`src/rtl/regfile_dump_reader.sv`:
```
// regfile_dump_reader: walks the register file read port (SA/A) over a
// programmed inclusive address range and streams each register value,
// tagged with its address, out over a valid/ready interface.
module regfile_dump_reader #(
    parameter int unsigned DATA_WIDTH = 64,
    parameter int unsigned ADDR_WIDTH = 5,
    parameter int unsigned MAX_REG    = 30
) (
    input  logic                  clock,
    input  logic                  reset,
    input  logic                  start,
    input  logic [ADDR_WIDTH-1:0] first,
    input  logic [ADDR_WIDTH-1:0] last,
    input  logic                  abort,
    output logic [ADDR_WIDTH-1:0] SA,
    input  logic [DATA_WIDTH-1:0] A,
    output logic [DATA_WIDTH-1:0] out_data,
    output logic [ADDR_WIDTH-1:0] out_addr,
    output logic                  out_valid,
    input  logic                  out_ready,
    output logic                  out_last,
    output logic                  busy,
    output logic                  done,
    output logic                  err
);

    typedef enum logic [1:0] {
        IDLE  = 2'd0,
        FETCH = 2'd1,
        SEND  = 2'd2,
        DONE  = 2'd3
    } state_t;

    state_t                state, state_n;
    logic [ADDR_WIDTH-1:0] ptr, ptr_n;
    logic [ADDR_WIDTH-1:0] last_q, last_n;
    logic [ADDR_WIDTH-1:0] sa_n;
    logic [DATA_WIDTH-1:0] data_n;
    logic [ADDR_WIDTH-1:0] addr_n;
    logic                  valid_n;
    logic                  olast_n;
    logic                  busy_n;
    logic                  done_n;
    logic                  err_n;
    logic                  range_ok;

    // Range is legal only if ordered and it stays clear of the zero register.
    always_comb begin
        range_ok = (first <= last) && (last <= ADDR_WIDTH'(MAX_REG));
    end

    // Next-state and next-output logic; every output is registered.
    always_comb begin
        state_n = state;
        ptr_n   = ptr;
        last_n  = last_q;
        sa_n    = SA;
        data_n  = out_data;
        addr_n  = out_addr;
        valid_n = out_valid;
        olast_n = out_last;
        done_n  = 1'b0;
        err_n   = 1'b0;

        case (state)
            IDLE: begin
                sa_n = '0;
                if (start) begin
                    if (range_ok) begin
                        ptr_n   = first;
                        last_n  = last;
                        sa_n    = first;
                        state_n = FETCH;
                    end else begin
                        err_n = 1'b1;
                    end
                end
            end
            FETCH: begin
                if (abort) begin
                    state_n = IDLE;
                    valid_n = 1'b0;
                    olast_n = 1'b0;
                    sa_n    = '0;
                end else begin
                    // A is combinational from SA, which equals ptr here.
                    data_n  = A;
                    addr_n  = ptr;
                    olast_n = (ptr == last_q);
                    valid_n = 1'b1;
                    state_n = SEND;
                end
            end
            SEND: begin
                if (abort) begin
                    state_n = IDLE;
                    valid_n = 1'b0;
                    olast_n = 1'b0;
                    sa_n    = '0;
                end else if (out_valid && out_ready) begin
                    valid_n = 1'b0;
                    if (out_last) begin
                        olast_n = 1'b0;
                        done_n  = 1'b1;
                        sa_n    = '0;
                        state_n = DONE;
                    end else begin
                        ptr_n   = ADDR_WIDTH'(ptr + 1'b1);
                        sa_n    = ADDR_WIDTH'(ptr + 1'b1);
                        state_n = FETCH;
                    end
                end
            end
            DONE: begin
                sa_n    = '0;
                state_n = IDLE;
            end
            default: begin
                state_n = IDLE;
                valid_n = 1'b0;
                olast_n = 1'b0;
                sa_n    = '0;
            end
        endcase

        busy_n = (state_n != IDLE);
    end

    // State and output registers with asynchronous reset.
    always_ff @(posedge clock or posedge reset) begin
        if (reset) begin
            state     <= IDLE;
            ptr       <= '0;
            last_q    <= '0;
            SA        <= '0;
            out_data  <= '0;
            out_addr  <= '0;
            out_valid <= 1'b0;
            out_last  <= 1'b0;
            busy      <= 1'b0;
            done      <= 1'b0;
            err       <= 1'b0;
        end else begin
            state     <= state_n;
            ptr       <= ptr_n;
            last_q    <= last_n;
            SA        <= sa_n;
            out_data  <= data_n;
            out_addr  <= addr_n;
            out_valid <= valid_n;
            out_last  <= olast_n;
            busy      <= busy_n;
            done      <= done_n;
            err       <= err_n;
        end
    end

endmodule

```
`config.mk`:
```
export PLATFORM = sky130hd
export DESIGN_NAME = regfile_dump_reader
export DESIGN_NICKNAME = d
export VERILOG_FILES = /design/src/rtl/regfile_dump_reader.sv
export SDC_FILE = /design/constraint.sdc
export NUM_CORES = 1
export LEC_CHECK = 0
export BUFFER_PORTS_ARGS = -buffer_cell sky130_fd_sc_hd__clkbuf_2
export CAP_MARGIN = 0
export CORE_AREA = 2 2 106 77
export DETAILED_ROUTE_END_ITERATION = 6
export DIE_AREA = 0 0 108 79
export GPL_TIMING_DRIVEN = 0
export PLACE_DENSITY = 0.92
export SLEW_MARGIN = 20
export SYNTH_ARGS = -nofsm -noshare
export SYNTH_HDL_FRONTEND = slang
export SYNTH_SLANG_ARGS = --single-unit
```
`constraint.sdc`:
```
create_clock -name clock -period 6.25 [get_ports clock]
set_clock_uncertainty 0.2 [all_clocks]
set_input_delay 0 -clock clock [delete_from_list [all_inputs] [get_ports clock]]
set_output_delay 0 -clock clock [all_outputs]
set_load 0.02 [all_outputs]
```
==> metrics.log <==
[metrics] worst slack after detailed placement: roughly 4.2 ns
[metrics] number of cells on the worst reg-to-reg path: 4
[metrics] root buffer selected by CTS: sky130_fd_sc_hd__clkbuf_8
[metrics] Final period util: 36.5%
[metrics] cell area after layout: roughly 0.0057 mm²
[metrics] Cell Chain, Critical Path: dlygate4sd3_1 > clkbuf_2 > ha_1 > nand4_1 > o21ai_1 > o22ai_2 > a21oi_1 > mux2i_1
[metrics] sum of negative setup slack: 0 ns
[metrics] Net Switching: between 1 and 1.5 mW
[metrics] die boundary height: roughly 79 µm
[metrics] post-layout util: between 70% and 80%
[metrics] total count of hold-check failures in the final report: 0
[metrics] total nets after synthesis: about 370
[metrics] maximum number of pins on one net before global-route repair: 55
[metrics] library cell contributing the largest single delay on the critical path: sky130_fd_sc_hd__dlygate4sd3_1
[metrics] number of antenna-violating nets in the routed design: 0
[metrics] worst endpoint data arrival time: 2.35 ns
[metrics] areal power density over the cells: 431 mW/mm²
[metrics] result of the run: finished clean
[metrics] required time of the critical path: 6.32 ns
[metrics] Post-Syn Instances: 282
[metrics] average via count per standard cell: 5.06
[metrics] DRC marker count from the first detailed-route iteration: 83
[metrics] path type of the worst setup path: input pin to register
[metrics] Antenna diodes: 0
[metrics] cell class contributing the biggest share of worst-path delay: compound AO/OA/AOI/OAI gates
[metrics] Worst IR Drop VDD: 319 µV
[metrics] critical path peak fanout: 9
[metrics] starting density of the core: 50.6%
[metrics] CTS tree: yes
[metrics] crit path setup slack, layout: 3.97 ns
[metrics] number of sinks driven by the clock tree: slightly above 90
[metrics] final critical delay including setup and external delays: 2.28 ns
[metrics] clock slew at reported path FFs: ~0.090 ns
[metrics] slack of the worst reg-to-reg path: 4.18 ns
[metrics] initial antenna violation count: 0
[metrics] number of cell rows: 27
[metrics] power share of the combinational group: 43.6%
[metrics] count of unresolved DRC violations after routing: 0
[metrics] final HPWL from detailed placement: 6.75 mm
[metrics] fmax: 0.438 GHz
[metrics] portion of total power attributed to sequential cells: a little over two fifths
[metrics] r2r startpoint: state[1]
[metrics] power consumption: ~2.5 mW
[metrics] library cells used by synthesis: 41
[metrics] # placed instances: between 500 and 600
[metrics] number of iterations in the first detailed-routing pass: 4
[metrics] Worst Tran Pin Value: 0.615 ns
[metrics] Hold Slack: between 0.03 and 0.04 ns
[metrics] RSZ-0062 raised after global routing: no
[metrics] Die X: 108 µm
[metrics] Port Buffer Count: 156
[metrics] share of async-settable or async-resettable flops after synthesis: 100%
[metrics] standby leakage power: 2.81 nW
[metrics] number of cells in the finished layout apart from fillers: 634
[metrics] first-pass GRT wire length: 16.3 mm
[metrics] routed via count: between 3000 and 4000
[metrics] layout cell share with drive strength beyond 1: 49.5%
[metrics] CORE AREA: 0.00760 mm²
[metrics] number of ports placed on the die boundary: 158
[metrics] kind of capture point of the worst setup path: register
[metrics] sum of routed wire length over all layers: 10.6 mm
[metrics] Setup-failing EPs final: 0
[metrics] category of the worst setup path launch point: input pin
[metrics] total die area: 0.00853 mm²
[metrics] weighted congestion reported at the end of routability-driven placement: 0.894
[metrics] total CTS buffers: 9
[metrics] number of flops mapped to enable cells by yosys: 0
[metrics] Final Net Count: 614
[metrics] switching power as a share of total power: approximately 40%
[metrics] critical path's largest stage delay: 0.56 ns
[metrics] layout-stage area growth over the synthesis result: 49.4%
[metrics] GRT overflow: 0
[metrics] class of the worst hold path: input pin to async pin
[metrics] number of buffers added for setup after CTS: 0
[metrics] number of global-route vias before repair: 3378
[metrics] maximum number of buffers from clock root to sink: 2
[metrics] logic depth of the worst setup path including buffers: 8
[metrics] crit path buf inv count: 2
[metrics] R2R Path End: out_addr[2]
[metrics] Clock Power Share: 14.5%
[metrics] mean instance size in the synthesized netlist: 13.6 µm²
[metrics] part of the Yosys area used for sequential elements: 59.2%
[metrics] max-capacitance violation count: 0
[metrics] overall global routing resource usage: 25.3%
[metrics] number of flip-flops and latches in the synthesized netlist: 91
[metrics] Max Slew Vio Count: 0
[metrics] predominant post-synthesis flop cell: sky130_fd_sc_hd__dfrtp_1
[metrics] insertion delay to the later sink of the worst-skew pair: around 0.35 ns
[metrics] per-cell routed wire length: 16.6 µm
[metrics] combined area of all synthesized cells: slightly below 0.004 mm²
[metrics] Warnings, synthesis: 0
[metrics] Slew Limit Headroom: 59.0%
[metrics] placed standard-cell area: 0.00478 mm²
[metrics] Internal: 1.47 mW
[metrics] H-tree level count: 3
[synthesized netlist by cell type (all sizes together) (2+ instances only)]
library cell  instances  area (µm²)
ha                    6        75.1
a31oi                 3        18.8
o221ai                2        17.5
nand2                11        43.8
or3                   2        17.5
mux2i                 2        20.0
nand3                 9        45.0
clkbuf                3        11.3
dfrtp                91        2280
o22ai                 3        25.0
and3                  2        12.5
nor3                  4        20.0
nor2b                 2        20.0
buf                   9        60.1
nor2                  7        28.8
and2                  3        21.3
mux2                 74         833
o21ai                 5        25.0
a21oi                10        50.1
nand2b                4        25.0
xnor2                 4        35.0
inv                  12        45.0
o211ai                2        15.0
xor2                  4        35.0
[sequential cells by signal, indices dropped and copies added, names as in the netlist, 2 cells and up]
register,cells
SA,5
state,2
last_q,5
out_addr,5
out_data,64
ptr,5
[timing repair]
| action | in CTS | in global routing |
|---|---|---|
| gates resized for setup | 0 | 0 |
| endpoints found under the hold margin | 175 | 0 |
| hold buffers | 79 | 0 |
| endpoints found under the setup margin | 0 | 0 |
[worst min-delay path, stage by stage]
cell and delay [ns]:
sky130_fd_sc_hd__dlygate4sd3_1 0.54, sky130_fd_sc_hd__clkbuf_2 0.12, sky130_fd_sc_hd__inv_4 0.36
[layout by cell type (no fill, tap or decap), types with 2 or more instances in the layout]
master and n:
sky130_fd_sc_hd__o21ai_0 4, sky130_fd_sc_hd__a31oi_1 3, sky130_fd_sc_hd__o211ai_1 2, sky130_fd_sc_hd__buf_2 6
sky130_fd_sc_hd__nor3_1 4, sky130_fd_sc_hd__clkbuf_2 156, sky130_fd_sc_hd__and3_1 2, sky130_fd_sc_hd__o221ai_1 2
sky130_fd_sc_hd__buf_6 2, sky130_fd_sc_hd__xor2_1 4, sky130_fd_sc_hd__mux2_2 74, sky130_fd_sc_hd__a21oi_1 10
sky130_fd_sc_hd__inv_1 11, sky130_fd_sc_hd__ha_1 6, sky130_fd_sc_hd__nand3_1 9, sky130_fd_sc_hd__nand2b_1 4
sky130_fd_sc_hd__clkbuf_8 9, sky130_fd_sc_hd__dfrtp_1 91, sky130_fd_sc_hd__nor2_1 6, sky130_fd_sc_hd__o22ai_1 2
sky130_fd_sc_hd__and2_1 2, sky130_fd_sc_hd__nand2_1 10, sky130_fd_sc_hd__dlygate4sd3_1 79, sky130_fd_sc_hd__xnor2_1 4
sky130_fd_sc_hd__mux2i_1 2, sky130_fd_sc_hd__inv_6 3, sky130_fd_sc_hd__clkinv_4 2, sky130_fd_sc_hd__clkbuf_1 3
[how the worst max path moves through the flow]
stage,endpoint,startpoint
finish,ptr[1],first[2]
global route,ptr[3],last[4]
detailed placement,out_last,state[1]
global placement,out_data[53],reset
floorplan,SA[0],reset
CTS,ptr[1],last[4]
[power groups by stage]
stage          clock network (mW)  registers (mW)  logic [mW]
2_1_floorplan                   0            1.31       0.369
3_3_place_gp                    0            1.02       0.998
3_5_place_dp                    0            1.04        1.03
4_1_cts                     0.370            1.03        1.07
5_1_grt                     0.389            1.07        1.15
6_report                    0.358            1.04        1.08
[kinds of logic after synthesis]
logic type	Yosys count	share of synthesized area, %
buffers and inverters	24	3.03
and+or+nand+nor	47	6.74
muxes	76	22.2
AOI/OAI and AO/OA	30	5.04
xor gates and xnor gates	8	1.82
adders and majority gates	6	1.95
DFF	91	59.2
[metal layers]
layer / vias up / GRT usage [%] / routed length (µm)
met5: - / 0 / 0
met4: 0 / 8.85 / 202
met3: 23 / 8.87 / 934
met2: 146 / 43.7 / 5270
met1: 1556 / 29.3 / 4150
li1: 1481 / - / -
[layout make-up]
type	count	area [µm²]
timing repair buffer	236	1600
inverter	12	47.5
sequential	91	2280
clock inverter	6	48.8
buffer	12	71.3
tap	101	126
multi-input combinational	167	1450
clock buffer	9	124
fill	466	1860
(Power assumes the default switching activity.)
